$ cat config.mk
export PLATFORM = sky130hd
export DESIGN_NAME = avmm_rom_responder
export DESIGN_NICKNAME = d
export VERILOG_FILES = /design/src/rtl/avmm_rom_responder.sv
export SDC_FILE = /design/constraint.sdc
export NUM_CORES = 1
export LEC_CHECK = 0
export ABC_CLOCK_PERIOD_IN_PS = 3700
export BUFFER_PORTS_ARGS = -buffer_cell sky130_fd_sc_hd__buf_2
export CELL_PAD_IN_SITES_DETAIL_PLACEMENT = 0
export CELL_PAD_IN_SITES_GLOBAL_PLACEMENT = 1
export CORE_MARGIN = 2
export CORE_UTILIZATION = 32
export CTS_CLUSTER_SIZE = 30
export DETAILED_ROUTE_END_ITERATION = 7
export PLACE_DENSITY_LB_ADDON = 0.3
export SYNTH_ARGS = -nofsm -noshare
export SYNTH_HDL_FRONTEND = slang
export SYNTH_SLANG_ARGS = --single-unit
$ cat constraint.sdc
create_clock -name clk -period 3.7 [get_ports clk]
set_input_delay 0.185 -clock clk [delete_from_list [all_inputs] [get_ports clk]]
set_output_delay 0.185 -clock clk [all_outputs]
set_load 0.02 [all_outputs]
$ cat src/rtl/avmm_rom_responder.sv
`default_nettype none
// ============================================================================
// Module : avmm_rom_responder
// Brief  : Avalon-MM read-only ROM slave with fixed read latency, a cap on
//          pending reads and programmable stall injection.
// Rev    : 1.0  initial release
// ============================================================================
module avmm_rom_responder #(
  parameter int    DATA_WIDTH  = 64,
  parameter int    DEPTH       = 16,
  parameter int    LATENCY     = 2,
  parameter int    MAX_PENDING = 4,
  parameter int    WAIT_CYCLES = 0,
  parameter string INIT_FILE   = ""
) (
  input  logic                  clk,
  input  logic                  rst,
  input  logic [31:0]           address,
  input  logic                  read,
  output logic [DATA_WIDTH-1:0] readdata,
  output logic                  readdatavalid,
  output logic                  waitrequest,
  output logic [15:0]           rd_count,
  output logic                  addr_err
);

  localparam int         AW         = $clog2(DEPTH);
  localparam logic [3:0] MAX_P      = 4'(MAX_PENDING);
  localparam logic [3:0] STALL_LOAD = 4'(WAIT_CYCLES);

  logic                  init_cycle;
  logic [3:0]            stall_cnt;
  logic [3:0]            outstanding;
  logic                  accept;
  logic                  in_range;
  logic [DATA_WIDTH-1:0] rom_word;
  logic [DATA_WIDTH-1:0] lookup;
  logic [LATENCY-1:0]    vld;
  logic [DATA_WIDTH-1:0] dat [LATENCY];

  // Only registered state (plus reset) feeds waitrequest; read/address never do.
  assign waitrequest = rst | init_cycle | (stall_cnt != 4'd0) | (outstanding == MAX_P);
  assign accept      = read & ~waitrequest;
  assign in_range    = (address[31:AW] == '0);
  assign lookup      = in_range ? rom_word : '0;

  generate
    if (1) begin : g_pattern_rom
      logic [7:0] base;
      assign base = 8'({address[AW-1:0], 3'b000});
      always_comb begin
        rom_word = '0;
        for (int b = 0; b < DATA_WIDTH / 8; b++) begin
          rom_word[8*b +: 8] = base + 8'(b);
        end
      end
    end
  endgenerate

  // Each stage keeps its data until a new valid word enters, so readdata holds.
  always_ff @(posedge clk) begin
    if (rst) begin
      vld <= '0;
      for (int i = 0; i < LATENCY; i++) begin
        dat[i] <= '0;
      end
    end else begin
      vld[0] <= accept;
      if (accept) begin
        dat[0] <= lookup;
      end
      for (int i = 1; i < LATENCY; i++) begin
        vld[i] <= vld[i-1];
        if (vld[i-1]) begin
          dat[i] <= dat[i-1];
        end
      end
    end
  end

  assign readdatavalid = vld[LATENCY-1];
  assign readdata      = dat[LATENCY-1];

  always_ff @(posedge clk) begin
    if (rst) begin
      init_cycle  <= 1'b1;
      stall_cnt   <= 4'd0;
      outstanding <= 4'd0;
      rd_count    <= 16'd0;
      addr_err    <= 1'b0;
    end else begin
      init_cycle <= 1'b0;
      if (accept) begin
        stall_cnt <= STALL_LOAD;
      end else if (stall_cnt != 4'd0) begin
        stall_cnt <= stall_cnt - 4'd1;
      end
      case ({accept, readdatavalid})
        2'b10:   outstanding <= outstanding + 4'd1;
        2'b01:   outstanding <= outstanding - 4'd1;
        default: outstanding <= outstanding;
      endcase
      if (accept) begin
        rd_count <= rd_count + 16'd1;
      end
      if (accept && !in_range) begin
        addr_err <= 1'b1;
      end
    end
  end

endmodule
`default_nettype wire

==> impl_metrics.prom <==
# TYPE chip_impl_metric gauge
chip_impl_metric{name="worst_ir_drop_vdd",unit="mV"} 0.259
chip_impl_metric{name="edff_count_synth",unit=""} 10
chip_impl_metric{name="detailroute.wirelength.met2",unit="mm"} 2.02
chip_impl_metric{name="final.period_utilization",unit=""} 0.808
chip_impl_metric{name="yosysSeqAreaShare",unit=""} 0.378
chip_impl_metric{name="drt_drc_violations_left",unit=""} 0
chip_impl_metric{name="cp_num_buf_inv",unit=""} 2
chip_impl_metric{name="rr_worst_depth",unit=""} 12
chip_impl_metric{name="layout.cell_area.non_filler",unit="mm²"} 0.00254
chip_impl_info{name="synth_top_area_cell",value="dfxtp_1"} 1
chip_impl_info{name="startpoint",value="stall_cnt[0]$_SDFFE_PP0P_"} 1
chip_impl_info{name="setup.worst_path.class",value="flop to flop"} 1
chip_impl_metric{name="yosysWarningCount",unit=""} 0
chip_impl_metric{name="grt_pass1_vias",unit=""} 1495
chip_impl_metric{name="critPathMaxFanout",unit=""} 14
chip_impl_metric{name="power.density",unit="mW/mm²"} 462
chip_impl_info{name="most_frequently_used_cell_type_in_the_post_synthesis_netlist",value="buf_4"} 1
chip_impl_metric{name="die_w",unit="µm"} 88.3
chip_impl_metric{name="postcts_resize_cnt",unit=""} 0
chip_impl_metric{name="cts.path.max_buffers",unit=""} 2
chip_impl_info{name="yosys-top-cells-area",value="dfxtp_1, buf_4, edfxtp_1"} 1
chip_impl_metric{name="setup-violations-final",unit=""} 0
chip_impl_metric{name="totalNegativeSetupSlack",unit="ns"} 0
chip_impl_metric{name="dpl.cell_count",unit=""} 390
chip_impl_metric{name="cts_inserted_buffers",unit=""} 5
chip_impl_metric{name="final_nets",unit=""} 343
chip_impl_metric{name="power.total",unit="W"} 0.00117
chip_impl_metric{name="hold_viol_final",unit=""} 0
chip_impl_metric{name="clkTransAtPathRegs",unit="ns"} 0.08
chip_impl_metric{name="vias",unit=""} 1770
chip_impl_metric{name="multiInputGateArea",unit="µm²"} 946
chip_impl_metric{name="first_iter_violations",unit=""} 27
chip_impl_metric{name="wire_per_inst",unit="µm"} 10.7
chip_impl_info{name="run_status",value="completed"} 1
chip_impl_metric{name="count_of_fill_cells_added_during_filler_insertion",unit=""} 726
chip_impl_metric{name="tightestPinTransition",unit="ns"} 0.569
chip_impl_info{name="hold_path.class",value="input port to flop"} 1
chip_impl_metric{name="cts-hold-fix-buffers",unit=""} 0
chip_impl_metric{name="dpl_cell_area",unit="mm²"} 0.00245
chip_impl_metric{name="yosysTopAreaCellShare",unit=""} 0.246
chip_impl_metric{name="design.core.area",unit="mm²"} 0.00683
chip_impl_metric{name="layout.cells.non_filler",unit=""} 398
chip_impl_metric{name="syn-mean-instance-area",unit="µm²"} 9.18
chip_impl_metric{name="report.final.slew_viol_count",unit=""} 0
chip_impl_metric{name="critical_path_depth",unit=""} 12
chip_impl_metric{name="placement.io_buffers",unit=""} 97
chip_impl_info{name="endpoint",value="outstanding[3]$_SDFFE_PP0P_"} 1
chip_impl_metric{name="initial_antenna_violation_count",unit=""} 0
chip_impl_metric{name="met3RoutedLength",unit="µm"} 331
chip_impl_metric{name="die_area",unit="mm²"} 0.00780
chip_impl_metric{name="areaGrowthSynthToFinish",unit="%"} 11.4
chip_impl_info{name="routed.top_layer",value="met4"} 1
chip_impl_info{name="reg2reg_from",value="stall_cnt[0]$_SDFFE_PP0P_"} 1
chip_impl_metric{name="number_of_sinks_handled_by_clock_tree_synthesis",unit=""} 38
chip_impl_info{name="clk_root_buffer_cell",value="clkbuf_8"} 1
chip_impl_info{name="commonest_cells_post_synth",value="buf_4, dfxtp_1, a21oi_1"} 1
chip_impl_metric{name="drt_first_pass_iters",unit=""} 4
chip_impl_info{name="rsz0062_at_grt",value="false"} 1
chip_impl_info{name="synth-main-ff-cell",value="dfxtp_1"} 1
chip_impl_metric{name="num_io_pins",unit=""} 118
chip_impl_metric{name="gpl.final_weighted_congestion",unit=""} 0.735
chip_impl_metric{name="cp_data_arrival_time",unit="ns"} 3.21
chip_impl_metric{name="initial_core_util",unit=""} 0.333
chip_impl_info{name="worst_path_dominant_cell_family",value="simple AND/OR/NAND/NOR gates"} 1
chip_impl_info{name="crit_path_start_kind",value="flop"} 1
chip_impl_info{name="r2r-end",value="outstanding[3]$_SDFFE_PP0P_"} 1
chip_impl_metric{name="std_cell_rows",unit=""} 30
chip_impl_metric{name="timing.max_cap.violations",unit=""} 0
chip_impl_metric{name="async_reset_ff_frac",unit=""} 0
chip_impl_metric{name="timing.critical_path.slowest_cell_delay",unit="ns"} 0.47
chip_impl_metric{name="postRouteWirelength",unit="mm"} 4.26
chip_impl_metric{name="gr-total-overflow",unit=""} 0
chip_impl_metric{name="layout-drive-gt1-share",unit=""} 0.368
chip_impl_metric{name="syn_area",unit="mm²"} 0.00228
chip_impl_metric{name="finalClockSkew",unit="ns"} 0.00707
chip_impl_metric{name="number_of_buffers_added_for_setup_after_cts",unit=""} 0
chip_impl_metric{name="routed_via_density",unit=""} 4.45
chip_impl_metric{name="antenna_cells_inserted",unit=""} 0
chip_impl_metric{name="number_of_synthesized_register_bits",unit=""} 38
chip_impl_metric{name="die_height",unit="µm"} 88.3
chip_impl_metric{name="maximum_number_of_pins_on_one_net_before_global_route_repair",unit=""} 31
chip_impl_info{name="critical_path.slowest_cell",value="or4_1"} 1
chip_impl_metric{name="crit_required",unit="ns"} 3.92
chip_impl_metric{name="synth_cell_type_count",unit=""} 36
chip_impl_metric{name="dpl.hpwl",unit="mm"} 3.26
chip_impl_metric{name="route.antenna.remaining_nets",unit=""} 0
chip_impl_metric{name="total_leakage_power",unit="nW"} 1.14
chip_impl_metric{name="max_clock_freq",unit="MHz"} 334
chip_impl_info{name="tritoncts_clock_tree",value="done"} 1
chip_impl_metric{name="grt_first_pass_wirelength",unit="mm"} 6.80
chip_impl_metric{name="h-tree-depth",unit=""} 2
chip_impl_info{name="cp_cell_sequence",value="inv_1 > ha_1 > nor4b_4 > nand3_4 > nor2_4 > inv_2 > ha_1 > ha_1 > a21oi_1 > a21oi_1 > or4_1 > a21oi_1"} 1
chip_impl_metric{name="source_to_sink_clock_delay_at_the_later_pin_of_the_worst_skew_pair",unit="ns"} 0.29
chip_impl_metric{name="routedLengthMet1",unit="mm"} 1.86
chip_impl_metric{name="finalCriticalPeriod",unit="ns"} 2.99
chip_impl_metric{name="globalRouteTotalUtil",unit=""} 0.109
chip_impl_metric{name="postSynthCellCount",unit=""} 248
chip_impl_metric{name="timing.slew.headroom",unit=""} 0.621
chip_impl_metric{name="register_area",unit="µm²"} 861
chip_impl_metric{name="flop2flop_setup_slack",unit="ns"} 0.71
chip_impl_info{name="endpoint_kind",value="flop"} 1
how the worst min path moves through the flow:
stage               depth (start not counted)                       end               from
floorplan                                   0        init_cycle$_DFF_P_                rst
global placement                            2         vld[1]$_SDFF_PP0_  vld[0]$_SDFF_PP0_
detailed placement                          2         vld[1]$_SDFF_PP0_  vld[0]$_SDFF_PP0_
CTS                                         2  dat[0][54]$_SDFFCE_PP0P_         address[3]
global route                                2  dat[0][60]$_SDFFCE_PP0P_         address[1]
finish                                      2  dat[0][54]$_SDFFCE_PP0P_         address[3]
layout make-up:
cell class | count | area share
Sequential cell | 38 | 0.339
Multi-Input combinational cell | 150 | 0.373
Clock buffer | 5 | 0.0271
Clock inverter | 3 | 0.00839
Tap cell | 96 | 0.0474
Inverter | 9 | 0.0133
Timing Repair Buffer | 97 | 0.191
placed cells by master (no fill, tap or decap), types with 4 or more instances in the layout:
cell type / count
edfxtp_1: 10
dfxtp_1: 28
or3_1: 4
ha_1: 6
and2_1: 6
clkbuf_8: 5
nand3_1: 6
conb_1: 20
nor4_1: 7
nand2_1: 5
o31ai_1: 9
buf_2: 97
inv_1: 8
and3_1: 8
a21oi_1: 19
xor2_1: 4
nor2_1: 14
nand4_1: 7
or4_1: 9
sequential cells by signal (all words and copies together), names as in the netlist:
name	cells
outstanding	4
addr_err	1
init_cycle	1
stall_cnt	4
dat	10
rd_count	16
vld	2
worst reg2reg max path, delay by kind of cell (launching register included):
kind                       cells  cell delay, ns
and+or+nand+nor                4            1.20
adders and majority gates      3            0.76
DFF                            1            0.33
buffers and inverters          2            0.19
AOI/OAI and AO/OA              3            0.46
cells by family (layout without fill, tap and decap cells):
kind of cell	after synthesis	count (layout)	share of synthesized area
flops	38	38	0.378
compound gates	33	33	0.0841
buf+inv	79	114	0.237
other cells	1	20	0.00165
xor+xnor	7	7	0.0269
fa+ha+maj	7	7	0.0418
mux	1	1	0.00440
simple gates	82	82	0.225
per-stage QoR:
| step | setup WS, ns | utilization | hold WS (ns) |
|---|---|---|---|
| after floorplan | 0.901 | - | 0.213 |
| after global placement | 0.803 | 0.358 | 0.443 |
| after detailed placement | 0.702 | 0.358 | 0.441 |
| after CTS | 0.687 | 0.371 | 0.180 |
| after global routing | 0.510 | 0.371 | 0.186 |
| final | 0.710 | 0.371 | 0.186 |
power by group:
group	switching (W)	leakage [nW]	internal, W
registers	0.0000401	0.332	0.000473
logic	0.000234	0.761	0.000141
clock network	0.000152	0.0441	0.000132
per-layer routing:
layer / vias to the layer above / track usage
met5: - / 0
met4: 0 / 0.0386
met3: 7 / 0.0299
met1: 782 / 0.134
met2: 78 / 0.185
li1: 903 / -
Note: power is estimated with default switching activity, not from simulation.
